===== config.mk =====
export PLATFORM = sky130hd
export DESIGN_NAME = coin_acceptor
export DESIGN_NICKNAME = d
export VERILOG_FILES = /design/src/rtl/vm_pkg.sv /design/src/rtl/idle_timer.sv /design/src/rtl/coin_acceptor.sv
export SDC_FILE = /design/constraint.sdc
export NUM_CORES = 1
export LEC_CHECK = 0
export CAP_MARGIN = 20
export CORE_UTILIZATION = 45
export DETAILED_ROUTE_END_ITERATION = 16
export HOLD_SLACK_MARGIN = 0.15
export PLACE_DENSITY_LB_ADDON = 0.25
export SETUP_SLACK_MARGIN = 0.3
export SKIP_LAST_GASP = 1
export SYNTH_ARGS = -nofsm -noshare
export SYNTH_HDL_FRONTEND = slang
export SYNTH_HIERARCHICAL = 1
export SYNTH_SLANG_ARGS = --single-unit

===== constraint.sdc =====
create_clock -name clk -period 2.5 [get_ports clk]
set_input_delay 0.375 -clock clk [delete_from_list [all_inputs] [get_ports clk]]
set_output_delay 0.375 -clock clk [all_outputs]
set_load 0.02 [all_outputs]

===== src/rtl/vm_pkg.sv =====
// Shared types and constants for the coin acceptor front end.
package vm_pkg;

    // Default width of the credit / cash / refund buses.
    localparam int DEFAULT_CASH_W = 6;

    // Controller states.
    typedef enum logic [1:0] {
        ST_IDLE    = 2'd0,
        ST_COLLECT = 2'd1,
        ST_ISSUE   = 2'd2,
        ST_REFUND  = 2'd3
    } state_t;

    // Coin denominations indexed by coin_type.
    localparam int unsigned COIN_VAL [4] = '{1, 5, 10, 25};

    // Product codes as seen by the vending machine.
    localparam logic [1:0] PROD1        = 2'b00;
    localparam logic [1:0] PROD2        = 2'b01;
    localparam logic [1:0] PROD3        = 2'b10;
    localparam logic [1:0] PROD_INVALID = 2'b11;

    // Face value of a coin code.
    function automatic int unsigned coin_value(input logic [1:0] coin_type);
        return COIN_VAL[coin_type];
    endfunction

endpackage


===== src/rtl/idle_timer.sv =====
// Idle timeout counter: counts cycles while enabled, flags the last one.
module idle_timer #(
    parameter int TIMEOUT_CYCLES = 1000
) (
    input  logic clk,
    input  logic rst,
    input  logic clr,
    input  logic en,
    output logic expired
);

    // A single-cycle timeout still needs a one-bit counter.
    localparam int CNT_W = (TIMEOUT_CYCLES > 1) ? $clog2(TIMEOUT_CYCLES) : 1;
    localparam logic [CNT_W-1:0] LAST = CNT_W'(TIMEOUT_CYCLES - 1);

    logic [CNT_W-1:0] count_q;
    logic [CNT_W-1:0] count_d;

    // Clear wins over count; the counter sits at zero whenever disabled.
    always_comb begin
        count_d = '0;
        if (clr) begin
            count_d = '0;
        end else if (en) begin
            count_d = count_q + 1'b1;
        end
    end

    // Counter register.
    always_ff @(posedge clk or negedge rst) begin
        if (!rst) begin
            count_q <= '0;
        end else begin
            count_q <= count_d;
        end
    end

    // The owner leaves the counting state when this fires, so no wrap.
    assign expired = (count_q == LAST);

endmodule


===== src/rtl/coin_acceptor.sv =====
// Coin acceptor: accumulates credit, latches selection, issues a one-cycle
// purchase or refund towards the downstream vending machine.
module coin_acceptor
    import vm_pkg::*;
#(
    parameter int CASH_W         = DEFAULT_CASH_W,
    parameter int MAX_CREDIT     = 63,
    parameter int TIMEOUT_CYCLES = 1000
) (
    input  logic              clk,
    input  logic              rst,
    input  logic              coin_valid,
    input  logic [1:0]        coin_type,
    input  logic              sel_valid,
    input  logic [1:0]        sel,
    input  logic              cancel,
    output logic [CASH_W-1:0] cash,
    output logic              cash_valid,
    output logic [1:0]        product_sel,
    output logic [CASH_W-1:0] credit,
    output logic              coin_accept,
    output logic              coin_reject,
    output logic              refund_valid,
    output logic [CASH_W-1:0] refund_amount,
    output logic              busy
);

    localparam logic [CASH_W:0] MAX_SUM = (CASH_W + 1)'(MAX_CREDIT);

    state_t            state_q,         state_d;
    logic [CASH_W-1:0] credit_q,        credit_d;
    logic [CASH_W-1:0] cash_q,          cash_d;
    logic              cash_valid_q,    cash_valid_d;
    logic [1:0]        product_sel_q,   product_sel_d;
    logic              coin_accept_q,   coin_accept_d;
    logic              coin_reject_q,   coin_reject_d;
    logic              refund_valid_q,  refund_valid_d;
    logic [CASH_W-1:0] refund_amount_q, refund_amount_d;
    logic              busy_q,          busy_d;

    logic              timer_clr;
    logic              timer_en;
    logic              timer_expired;

    // The sum is one bit wider than credit so an over-limit coin cannot wrap.
    logic [CASH_W:0]   coin_val;
    logic [CASH_W:0]   credit_sum;
    logic              coin_fits;

    assign coin_val   = (CASH_W + 1)'(coin_value(coin_type));
    assign credit_sum = {1'b0, credit_q} + coin_val;
    assign coin_fits  = (credit_sum <= MAX_SUM);

    // Next-state and next-output logic; cancel/timeout > selection > coin.
    always_comb begin
        state_d         = state_q;
        credit_d        = credit_q;
        cash_d          = '0;
        cash_valid_d    = 1'b0;
        product_sel_d   = product_sel_q;
        coin_accept_d   = 1'b0;
        coin_reject_d   = 1'b0;
        refund_valid_d  = 1'b0;
        refund_amount_d = '0;
        busy_d          = 1'b0;
        timer_clr       = 1'b0;

        case (state_q)
            ST_IDLE: begin
                // Only a coin can start a session; sel and cancel do nothing.
                if (coin_valid) begin
                    if (coin_fits) begin
                        credit_d      = credit_sum[CASH_W-1:0];
                        coin_accept_d = 1'b1;
                        timer_clr     = 1'b1;
                        state_d       = ST_COLLECT;
                    end else begin
                        coin_reject_d = 1'b1;
                    end
                end
            end

            ST_COLLECT: begin
                if (cancel || timer_expired) begin
                    state_d         = ST_REFUND;
                    refund_valid_d  = 1'b1;
                    refund_amount_d = credit_q;
                    busy_d          = 1'b1;
                    coin_reject_d   = coin_valid;
                end else if (sel_valid && (sel != PROD_INVALID)) begin
                    state_d       = ST_ISSUE;
                    product_sel_d = sel;
                    cash_valid_d  = 1'b1;
                    cash_d        = credit_q;
                    busy_d        = 1'b1;
                    coin_reject_d = coin_valid;
                end else if (coin_valid) begin
                    if (coin_fits) begin
                        credit_d      = credit_sum[CASH_W-1:0];
                        coin_accept_d = 1'b1;
                        timer_clr     = 1'b1;
                    end else begin
                        coin_reject_d = 1'b1;
                    end
                end
            end

            // The strobe cycle: credit is dropped and no coin is taken.
            ST_ISSUE, ST_REFUND: begin
                credit_d      = '0;
                coin_reject_d = coin_valid;
                state_d       = ST_IDLE;
            end

            default: begin
                credit_d = '0;
                state_d  = ST_IDLE;
            end
        endcase
    end

    // The timer runs only across cycles that stay in COLLECT.
    assign timer_en = (state_d == ST_COLLECT);

    idle_timer #(
        .TIMEOUT_CYCLES (TIMEOUT_CYCLES)
    ) u_idle_timer (
        .clk     (clk),
        .rst     (rst),
        .clr     (timer_clr),
        .en      (timer_en),
        .expired (timer_expired)
    );

    // FSM state and all registered outputs; reset drops any held credit.
    always_ff @(posedge clk or negedge rst) begin
        if (!rst) begin
            state_q         <= ST_IDLE;
            credit_q        <= '0;
            cash_q          <= '0;
            cash_valid_q    <= 1'b0;
            product_sel_q   <= PROD1;
            coin_accept_q   <= 1'b0;
            coin_reject_q   <= 1'b0;
            refund_valid_q  <= 1'b0;
            refund_amount_q <= '0;
            busy_q          <= 1'b0;
        end else begin
            state_q         <= state_d;
            credit_q        <= credit_d;
            cash_q          <= cash_d;
            cash_valid_q    <= cash_valid_d;
            product_sel_q   <= product_sel_d;
            coin_accept_q   <= coin_accept_d;
            coin_reject_q   <= coin_reject_d;
            refund_valid_q  <= refund_valid_d;
            refund_amount_q <= refund_amount_d;
            busy_q          <= busy_d;
        end
    end

    assign cash          = cash_q;
    assign cash_valid    = cash_valid_q;
    assign product_sel   = product_sel_q;
    assign credit        = credit_q;
    assign coin_accept   = coin_accept_q;
    assign coin_reject   = coin_reject_q;
    assign refund_valid  = refund_valid_q;
    assign refund_amount = refund_amount_q;
    assign busy          = busy_q;

endmodule


# Word-level counts from Yosys, hierarchy flattened
# Cells that the tools add are included.
# totals
in_bits	9
output_inout_bits	25
reg_bits	37
# classes
mux	37
n_addsub	2
n_reduce_logical	6
n_bitwise	2
magnitude_cmp	2
eq_ne	8
# op_table
cell	n
$bmux W32 S2	1
$mux W6	9
$mux W10	2
$pmux W6 S3	1
$mux W1	15
$mux W7	2
$add A10 B1 Y10 const B	1
$eq A10 B10 Y1 const B	1
$mux W2	4
$add A6 B7 Y7	1
$le A7 B6 Y1 const B	1
$ne A2 B2 Y1 const B	3
$pmux W2 S3	1
$eq A2 B1 Y1 const B	2
$eq A2 B2 Y1 const B	2
$ge A3 B3 Y1 const B	1
$not A2 Y3	1
$pmux W1 S3	1
$reduce_and A3 Y1	1
$logic_not A2 Y1	1
$pmux W1 S2	1
$reduce_and A2 Y1	1
$reduce_or A2 Y1	1
$logic_and A1 B1 Y1	1
2 further kinds	2

# Depth between registers and ports, before layout
# Gate-level depths: netlist (run 1).
# depth
word_depth	12
ltp_mapped	11
ltp_nobuf	10

# Modules after synthesis
# The synthesis (run 1) kept the hierarchy.
# by_module_without_submodules
module	area_per_inst_um2	instances	cells_each
coin_acceptor	1203.7	1	95
idle_timer	476.7	1	48

# Worst setup path before layout (run 1)
# Ideal clock, no wire load.
# synth_timing
path_kind	in2reg
from	in coin_type[0]
to	reg u_idle_timer.count_q[2]
cell_stages	10
required_time_ns	2.370
t_arrival_ns	2.304
n_path_buf	1
path_slack_ns	0.066
cell_sequence	nand2b_1 ha_1 fa_1 a21oi_2 o22ai_2 nand2b_4 nor3b_4 nand2b_1 clkbuf_1 nor2_1
# synth_between
elab_chain_cells	12
elab_cells_between_ends	17
# synth_lines
item	line	source
start, declared	coin_acceptor.sv:13	input logic [1:0] coin_type,
$not A2 Y3 (implied by the code) *	vm_pkg.sv:26	return COIN_VAL[coin_type];
$bmux W32 S2 *	vm_pkg.sv:26	
$mux W7 (implied by the code) * (2 in a row)	vm_pkg.sv:26	
$add A6 B7 Y7 *	coin_acceptor.sv:51	assign credit_sum = {1'b0, credit_q} + coin_val;
$le A7 B6 Y1 *	coin_acceptor.sv:52	assign coin_fits = (credit_sum <= MAX_SUM);
$mux W1 * (2 in a row)	n/a	
$mux W1 (2 in a row)	n/a	
$pmux W1 S2 *	n/a	
via coin_accept_d	coin_acceptor.sv:35	logic coin_accept_q, coin_accept_d;
$mux W10 *	idle_timer.sv:22	if (clr) begin
via u_idle_timer.count_d[2]	idle_timer.sv:17	logic [CNT_W-1:0] count_d;
end signal, assigned	idle_timer.sv:34	count_q <= count_d;
end, declared	idle_timer.sv:16	logic [CNT_W-1:0] count_q;
# The timed path passes the listed nets; every way through them passes the cells marked *. The select of a mux whose other input is x is not followed.
# A chain may end at the register's enable or synchronous reset.

# Worst setup path in the final report (run 1)
# layout_timing
from	in coin_type[0]
to	reg u_idle_timer.count_q[1]
# Same word-level chain as after synthesis.

==> out/qor.csv, run 1 <==
stage,metric,value,unit
power,p_seq_share,36.3,%
synthesis,synth_top_area_cell,dfrtp_1,
power,ir_drop,0.000590,V
global_route,track_usage,19.4,%
setup_path,slowest_stage,fa_2,
clocking,clockBufferDepth,2,
synthesis,yosysSeqAreaShare,55.1,%
sta,slew_headroom,69.6,%
clocking,hold_buffers,0,
global_route,grt_busiest_layer,met2,
power,p_comb_share,37.5,%
floorplan,die_w,63.1,µm
synthesis,synthArstFlopShare,100,%
place,port_buffers,33,
clocking,root_buffer,clkbuf_8,
synthesis,synth_top_cells_by_count,"37 x dfrtp_1, 14 x nor2_1, 13 x and2_1, 7 x a21oi_1",
status,status,"complete, no violations",
routing,vias,1241,
setup_path,cp-end-kind,flip-flop,
sta,rsz0062_at_grt,no,
routing,wl,3.33,mm
global_route,grt_pass1_wl,5.90,mm
flow_run,max-cap-violations,0,
sta,fin_skew,6.20,ps
routing,drtIter0Drc,26,
sta,max_freq,472,MHz
sta,setup_violations,0,
floorplan,core_area,0.00347,mm²
global_route,grt-ovfl-total,0,
power,p_leak,1.02,nW
setup_path,slowest_delay,390,ps
setup_path,crit_chain,dlygate4sd2_1 > nand2b_4 > ha_2 > fa_2 > a21oi_4 > o22ai_2 > nand2b_4 > nor3b_4 > buf_4 > nor2b_1 > and2_1,
floorplan,io_pins,34,
worst_hold_path,hp-class,reg -> reg,
sta,finalSetupTns,0,ps
floorplan,start_util,48.4,%
routing,vias_per_cell,5.19,
synthesis,ys_top_cells_by_area,"dfrtp_1 55%, and2_1 4.8%, ha_1 4.5%",
power,p_int,1.59,mW
global_route,grtUsageMet2,32.1,%
synthesis,syn_avg_cell_area,11.8,µm²
synthesis,yosysMostFrequentCell,dfrtp_1,
synthesis,synth_area,0.00168,mm²
place,hpwl,2.44,mm
floorplan,dieArea,0.00398,mm²
synthesis,syn-num-nets,159,
finish,final_util,66.6,%
synthesis,synthCells,143,
global_route,grt_pass1_vias,1276,
clocking,tritoncts,done,
power,clkPwrFrac,26.2,%
setup_path,worstPathRequired,2690,ps
global_route,use_met1,24.0,%
global_route,grt_antenna_before_repair,0,
sta,final.period_utilization,84.8,%
power,powerDensity,1030,mW/mm²
synthesis,ys_types,41,
finish,area_delta_synth_final,37.5,%
synthesis,synth-main-ff-cell,dfrtp_1,
routing,wl_per_cell,13.9,µm
setup_path,worstPathArrival,2310,ps
clocking,ctsHtreeMaxLevel,2,
routing,drc,0,
synthesis,synth_top_area_share,55.1,%
setup_path,critical_path_class,in -> reg,
clocking,numCtsBuffers,5,
clocking,clkTransAtPathRegs,80,ps
synthesis,synth_seq_cells,37,
setup_path,cp-start-kind,input port,
place,gp_congestion,0.830,
sta,hold_viol_final,0,
power,sw_frac_of_total,33.3,%
floorplan,rows,21,
synthesis,synth_edf_count,0,
clocking,clock_latency,290,ps
floorplan,dieHeight,63.1,µm
clocking,clock_sinks,37,
routing,first_pass_iters,4,
synthesis,yosys_warnings,6,
setup_path,cp_common_cell,nand2b_4,
finish,layout-drive-gt1-share,18.7,%
finish,nNetsFinal,208,
global_route,grt_start_max_net_pins,38,
sta,fin_crit,2120,ps
sta,final-max-slew-violation-count,0,
power,p_switching,0.792,mW
global_route,grt_use_met3,5.25,%
finish,antenna_cells,0,
setup_path,crit_fanout,3,
finish,fill_cells,258,
power,finalPower,2.38,mW
sta,max_slew.worst_pin.slew,456,ps
routing,postRouteAntennaNets,0,
==> area by class of cell <==
class | instances | area, µm² | share of cell area, %
inverters | 3 | 11.3 | 0.488
flip-flops and latches | 37 | 926 | 40.1
well taps | 46 | 57.6 | 2.49
clock inverters | 3 | 68.8 | 2.98
repair buffers | 44 | 410 | 17.8
multi-input cells | 101 | 767 | 33.2
clock buffers | 5 | 68.8 | 2.98
==> per-layer routing <==
layer	vias to the layer above	share of wire, %
li1	606	-
met1	594	46
met2	36	48
met3	5	4.4
met4	0	1.4
met5	-	0
==> cell usage in the layout, fill, tap and decap left out, types with 2 or more instances in the layout <==
cell	count
a22o_1	5
a211oi_1	2
ha_1	5
dlygate4sd2_1	2
nand4_1	2
o31ai_1	2
nor2_1	13
inv_1	3
nor2b_1	5
buf_4	11
nand2b_4	3
xor2_1	3
o21a_1	2
nor2_2	2
nand3_1	6
or3_1	2
bufinv_16	2
dfrtp_1	37
clkdlybuf4s50_1	31
a21oi_1	7
clkbuf_8	5
mux2_2	2
and2_1	13
o21ai_0	4
or4_1	2
xnor2_1	2
==> cells by family (layout without fill, tap and decap cells) <==
family                     count (synthesis)  in the layout  synth area share, %
and+or+nand+nor                           56             56                 19.7
DFF                                       37             37                 55.1
AOI/OAI and AO/OA                         30             30                 13.6
adders and majority gates                  7              7                 5.66
xor gates and xnor gates                   5              5                 2.61
buffers and inverters                      5             55                 1.34
muxes                                      3              3                 2.01
==> power by group through the flow <==
stage	clock network [mW]	logic, mW	registers (mW)
after floorplan	0	0.397	0.954
after global routing	0.659	0.968	0.889
final	0.623	0.891	0.864
after CTS	0.632	0.891	0.866
after global placement	0	0.841	0.863
after detailed placement	0	0.863	0.874
==> sequential cells by signal, indices dropped and copies added, names as in the netlist <==
signal and flops:
state_q 2, credit 6, refund_amount 6, refund_valid 1, u_idle_timer/count_q 10, cash 6, coin_reject 1, busy 1
product_sel 2, coin_accept 1, cash_valid 1
==> worst paths after layout <==
check / startpoint / slack, ps / cells past startpoint / endpoint
hold / removal: u_idle_timer/count_q[0] / 480 / 1 / u_idle_timer/count_q[0]
hold reg to reg: u_idle_timer/count_q[0] / 480 / 1 / u_idle_timer/count_q[0]
min in group asynchronous: rst / 500 / 2 / cash[2]
max in group asynchronous: rst / 1670 / 2 / u_idle_timer/count_q[8]
setup reg to reg: credit[0] / 400 / 9 / u_idle_timer/count_q[1]
setup / recovery: coin_type[0] / 380 / 11 / u_idle_timer/count_q[1]
==> critical path: cells and delay by family <==
kind | cells | cell delay [ps]
fa+ha+maj | 2 | 570
buf+inv | 2 | 400
simple gates | 5 | 680
compound gates | 2 | 270
==> stage by stage <==
step                      cell area, µm²  hold WS, ps  setup slack [ps]  instances
after CTS                           2300          483               366        239
final                               2310          483               381        239
after detailed placement            2140          475              -231        230
after global routing                2310          517               309        239
after floorplan                     1690         79.4               301        143
after global placement              2140          480              -142        230
==> repair_timing <==
item                       4_1_cts  5_1_grt
setup buffers                    1        0
resized for setup                6        2
pin swaps                        4        1
setup endpoints to repair       16       16
No activity file was read; power rests on OpenSTA's default activity.
==> run 2, diff against run 1 <==
Settings changed: CORE_UTILIZATION 45 to 50.
Clock period 2.5 ns to 2.1 ns, I/O delays scaled along.
==> out/qor.csv, run 2 (same netlist as run 1, synthesis figures left out) <==
stage,metric,value,unit
status,status,"complete, but fails checks",
status,violations,negative setup slack,
routing,wl_per_cell,14.1,µm
global_route,use_met1,27.8,%
global_route,grt_use_met3,4.76,%
clocking,clkTransAtPathRegs,110,ps
setup_path,slowest_delay,440,ps
setup_path,worstPathArrival,2320,ps
finish,final_util,75.4,%
sta,rsz0062_at_grt,yes,
sta,fin_ws,-0.0386,ps
floorplan,start_util,53.7,%
power,clkPwrFrac,13.5,%
setup_path,crit_fanout,5,
power,p_comb_share,47.5,%
place,port_buffers,33,
sta,max_freq,476,MHz
routing,drc,0,
sta,fin_skew,7.79,ps
finish,antenna_cells,0,
flow_run,max-cap-violations,0,
place,gp_congestion,0.814,
setup_path,cp-start-kind,flip-flop,
finish,final_cell_mix,"35 x dfrtp_1, 28 x clkdlybuf4s50_1, 19 x buf_4",
sta,whs,387,ps
power,p_seq_share,39.0,%
clocking,hold_buffers,0,
floorplan,rows,20,
global_route,grt_busiest_layer,met2,
power,powerDensity,1100,mW/mm²
sta,fin_crit,2100,ps
place,dpl_cell_area,0.00221,mm²
setup_path,r2r_slack,-0.04,ps
floorplan,core_area,0.00313,mm²
floorplan,dieArea,0.00360,mm²
sta,slew_headroom,70.0,%
routing,vias,1283,
finish,fin_area,0.00236,mm²
global_route,grt-ovfl-total,0,
routing,first_pass_iters,4,
setup_path,timing.rr.end,u_idle_timer/count_q[7],
clocking,ctsHtreeMaxLevel,2,
setup_path,worstPathRequired,2320,ps
sta,max_slew.worst_pin.slew,451,ps
finish,layout_commonest_cell,dfrtp_1,
setup_path,cp-end-kind,flip-flop,
sta,final.period_utilization,100,%
finish,nNetsFinal,219,
setup_path,crit_chain,ha_4 > fa_2 > a21oi_2 > o22ai_2 > nand2b_4 > nor3b_4 > nand2b_4 > buf_6 > a21oi_2,
sta,finalSetupTns,-0.0386,ps
routing,wl,3.50,mm
place,hpwl,2.55,mm
clocking,clock_latency,340,ps
global_route,grt_pass1_wl,5.55,mm
routing,postRouteAntennaNets,0,
finish,largest_register,u_idle_timer/count_q,
floorplan,io_pins,34,
setup_path,slowest_stage,dfrtp_2,
power,sw_frac_of_total,36.9,%
finish,multi_input_area,802,µm²
clocking,numCtsBuffers,5,
clocking,tritoncts,done,
setup_path,critical_path_class,reg -> reg,
sta,setup_violations,1,
clocking,clockBufferDepth,2,
power,p_leak,1.08,nW
global_route,track_usage,22.1,%
finish,regArea,928,µm²
clocking,root_buffer,clkbuf_4,
power,p_int,1.64,mW
worst_hold_path,hp-class,in -> async,
setup_path,rr_startpoint,credit[0],
global_route,grt_pass1_vias,1219,
sta,final-max-slew-violation-count,0,
global_route,grt_start_max_net_pins,38,
finish,largest_reg_flops,10,
setup_path,worst-r2r-cell-count,9,
routing,vias_per_cell,5.17,
routing,drtIter0Drc,46,
clocking,clock_sinks,37,
global_route,grt_antenna_before_repair,0,
global_route,grtUsageMet2,34.9,%
finish,layout-drive-gt1-share,27.9,%
power,ir_drop,0.000735,V
floorplan,die_w,60.0,µm
floorplan,dieHeight,60.0,µm
sta,hold_viol_final,0,
power,p_switching,0.960,mW
finish,fill_cells,231,
finish,area_delta_synth_final,40.4,%
-- run 2: worst max path at each step --
stage	slack, ps	to	cells after the start	startpoint
5_1_grt	-70	u_idle_timer/count_q[7]	9	credit[0]
2_1_floorplan	-30	u_idle_timer/count_q[9]	9	credit[0]
3_5_place_dp	-490	u_idle_timer/count_q[8]	12	coin_type[1]
4_1_cts	-2	u_idle_timer/count_q[6]	10	credit[0]
6_report	-0.04	u_idle_timer/count_q[7]	9	credit[0]
3_3_place_gp	-400	u_idle_timer/count_q[7]	11	coin_type[1]
-- run 2: per-layer routing --
metal  part of all wire, %  up-vias
met3                   4.3        7
met4                   2.2        0
met5                     0        -
met1                    43      619
li1                      -      625
met2                    50       32
-- run 2: cell type report --
type / instances / area share, %
multi-input combinational: 101 / 34.0
clock buffer: 6 / 1.75
sequential: 37 / 39.3
tap: 44 / 2.33
clock inverter: 2 / 0.424
inverter: 3 / 0.477
timing repair buffer: 55 / 21.7
-- run 2: power groups by stage --
| stage | Combinational, mW | Sequential [mW] | Clock [mW] |
|---|---|---|---|
| finish | 1.24 | 1.02 | 0.352 |
| global route | 1.33 | 1.04 | 0.395 |
| CTS | 1.20 | 1.02 | 0.367 |
| detailed placement | 1.10 | 1.03 | 0 |
| global placement | 1.07 | 1.02 | 0 |
| floorplan | 0.492 | 1.14 | 0 |
-- run 2: what timing repair did --
action / CTS / global route
endpoints found under the setup margin: 22 / 29
buffers inserted: 2 / 1
gates resized for setup: 14 / 8
gates cloned: 1 / 0
pin swaps: 11 / 3
-- run 2: worst max-delay path, delay by kind of cell, from the launching register on --
family          cells  cell delay (ps)
fa+ha+maj           2              540
flops               1              440
buf+inv             1              130
simple gates        3              550
compound gates      3              320
-- run 2: metrics by stage --
step / total power, mW / setup WS, ps / instances
finish: 2.60 / -0.0386 / 248
CTS: 2.58 / -1.89 / 247
detailed placement: 2.13 / -492 / 236
global placement: 2.09 / -403 / 236
floorplan: 1.64 / -27.4 / 143
global route: 2.77 / -65.5 / 248
==> run 3, diff against run 2 <==
Settings changed: CORE_UTILIZATION 50 to 51, SYNTH_HIERARCHICAL 1 to default.
==> out/qor.csv, run 3 <==
stage,metric,value,unit
status,status,"complete, no violations",
finish,fill_cells,225,
place,port_buffers,33,
routing,drtIter0Drc,32,
finish,nNetsFinal,219,
routing,wl_per_cell,15.1,µm
routing,dr_wl_met2,1.79,mm
clocking,clock_sinks,37,
finish,final_cell_mix,"33 x dfrtp_1, 27 x clkdlybuf4s50_1, 16 x buf_4",
sta,hold_viol_final,0,
setup_path,crit_fanout,6,
clocking,clock_latency,340,ps
worst_hold_path,hp-class,in -> async,
synthesis,synth_edf_count,0,
finish,regArea,931,µm²
global_route,grt-ovfl-total,0,
global_route,grt_pass1_wl,5.87,mm
sta,final.period_utilization,96.3,%
synthesis,yosysSeqAreaShare,53.2,%
power,ir_drop,0.000675,V
clocking,root_buffer,clkbuf_4,
sta,max_freq,495,MHz
routing,postRouteAntennaNets,0,
power,p_leak,1.11,nW
routing,dr_wl_met3,181,µm
synthesis,synth_area,0.00174,mm²
floorplan,rows,20,
synthesis,synthArstFlopShare,100,%
synthesis,synth_top_area_share,53.2,%
sta,fin_crit,2020,ps
routing,drc,0,
place,gp_congestion,0.822,
routing,wl_met1,1.69,mm
clocking,tritoncts,done,
setup_path,cp-start-kind,flip-flop,
sta,fin_skew,3.98,ps
floorplan,dieHeight,60.4,µm
sta,finalSetupTns,0,ps
synthesis,synth_seq_cells,37,
finish,multi_input_area,886,µm²
synthesis,syn_avg_cell_area,12.0,µm²
place,pre_cts_slack,-496,ps
place,hpwl,2.70,mm
sta,slew_headroom,60.0,%
finish,final_util,77.7,%
finish,layout-drive-gt1-share,30.4,%
clocking,numCtsBuffers,5,
clocking,ctsHtreeMaxLevel,2,
routing,vias_per_cell,5.30,
sta,max_slew.worst_pin.slew,598,ps
sta,final-max-slew-violation-count,0,
clocking,clkTransAtPathRegs,100,ps
clocking,hold_buffers,0,
global_route,track_usage,22.7,%
finish,largest_register,u_idle_timer.count_q,
routing,first_pass_iters,4,
sta,fin_ws,77.8,ps
finish,largest_reg_flops,10,
synthesis,synthCells,145,
flow_run,max-cap-violations,0,
floorplan,io_pins,34,
synthesis,synth_top_cells_by_count,"37 x dfrtp_1, 13 x and2_1, 12 x nor2_1, 10 x nor2_2",
synthesis,syn-num-nets,161,
synthesis,synth_top_area_cell,dfrtp_1,
routing,wl,3.75,mm
finish,area_delta_synth_final,40.7,%
power,powerDensity,1030,mW/mm²
routing,highest_layer,met4,
finish,antenna_cells,0,
synthesis,yosysMostFrequentCell,dfrtp_1,
floorplan,core_area,0.00315,mm²
finish,layout_commonest_cell,dfrtp_1,
global_route,grt_start_max_net_pins,27,
synthesis,yosys_warnings,0,
setup_path,critical_path_class,reg -> reg,
routing,vias,1314,
floorplan,die_w,60.4,µm
setup_path,worstPathArrival,2250,ps
synthesis,ys_top_cells_by_area,"dfrtp_1 53%, and2_1 4.7%, ha_1 4.3%",
floorplan,dieArea,0.00365,mm²
global_route,grt_pass1_vias,1272,
power,finalPower,2.52,mW
synthesis,synth-main-ff-cell,dfrtp_1,
clocking,clockBufferDepth,2,
synthesis,ys_types,42,
setup_path,worstPathRequired,2330,ps
global_route,grt_antenna_before_repair,0,
sta,setup_violations,0,
floorplan,start_util,55.2,%
setup_path,cp-end-kind,flip-flop,
sta,rsz0062_at_grt,yes,
-- run 3: kinds of logic (layout without fill, tap and decap cells) --
family | count (synthesis) | in the layout | synth area share (%)
AND/OR/NAND/NOR | 57 | 57 | 20.5
AO/OA/AOI/OAI | 20 | 20 | 9.63
flip-flops | 37 | 37 | 53.2
adder cells (fa/ha/maj) | 7 | 7 | 5.46
multiplexers | 7 | 7 | 4.24
buffers and inverters | 7 | 66 | 1.94
XOR/XNOR | 10 | 10 | 5.03
-- run 3: metal layers --
metal | track usage, % | vias up
li1 | - | 610
met1 | 30.6 | 646
met2 | 35.5 | 48
met3 | 5.97 | 10
met4 | 8.77 | 0
met5 | 0 | -
-- run 3: worst paths after layout --
kind	cells past startpoint	end	slack, ps	from
min in group clk	1	product_sel[0]	490	product_sel[0]
min	1	cash[1]	350	rst
max in group asynchronous	2	u_idle_timer.count_q[9]	1220	rst
min reg2reg	1	product_sel[0]	490	product_sel[0]
max	8	credit[0]	80	credit[0]
max reg2reg	8	credit[0]	80	credit[0]
-- run 3: stage by stage --
stage	hold WS [ps]	std cells	cell area, µm²
after floorplan	19.4	145	1820
after global placement	470	234	2310
after detailed placement	474	234	2310
after CTS	357	247	2420
after global routing	373	248	2450
final	345	248	2450
-- run 3: timing repair --
action,CTS,global route
hold endpoints to repair,0,0
setup endpoints to repair,19,27
pin swaps,6,3
setup buffers,4,1
gates resized for setup,10,7
cloned,1,0
-- run 3: final cells by class --
cell class	count	area share, %
clock buffer	6	1.69
multi-input combinational	101	36.2
inverter	5	0.766
sequential	37	38.0
tap	44	2.25
timing repair buffer	53	20.7
clock inverter	2	0.409
-- run 3: power by group --
group	switching [mW]	total, mW	internal, mW
registers	0.127	0.984	0.857
logic	0.600	1.19	0.594
clock network	0.219	0.346	0.127
-- run 3: critical path, stage by stage, from the launching register on --
cell      delay (ps)
dfrtp_2          450
ha_4             170
fa_2             370
a21oi_4          170
o221ai_4         140
a21oi_4          170
buf_6            150
mux2i_1          220
nor2_1            70
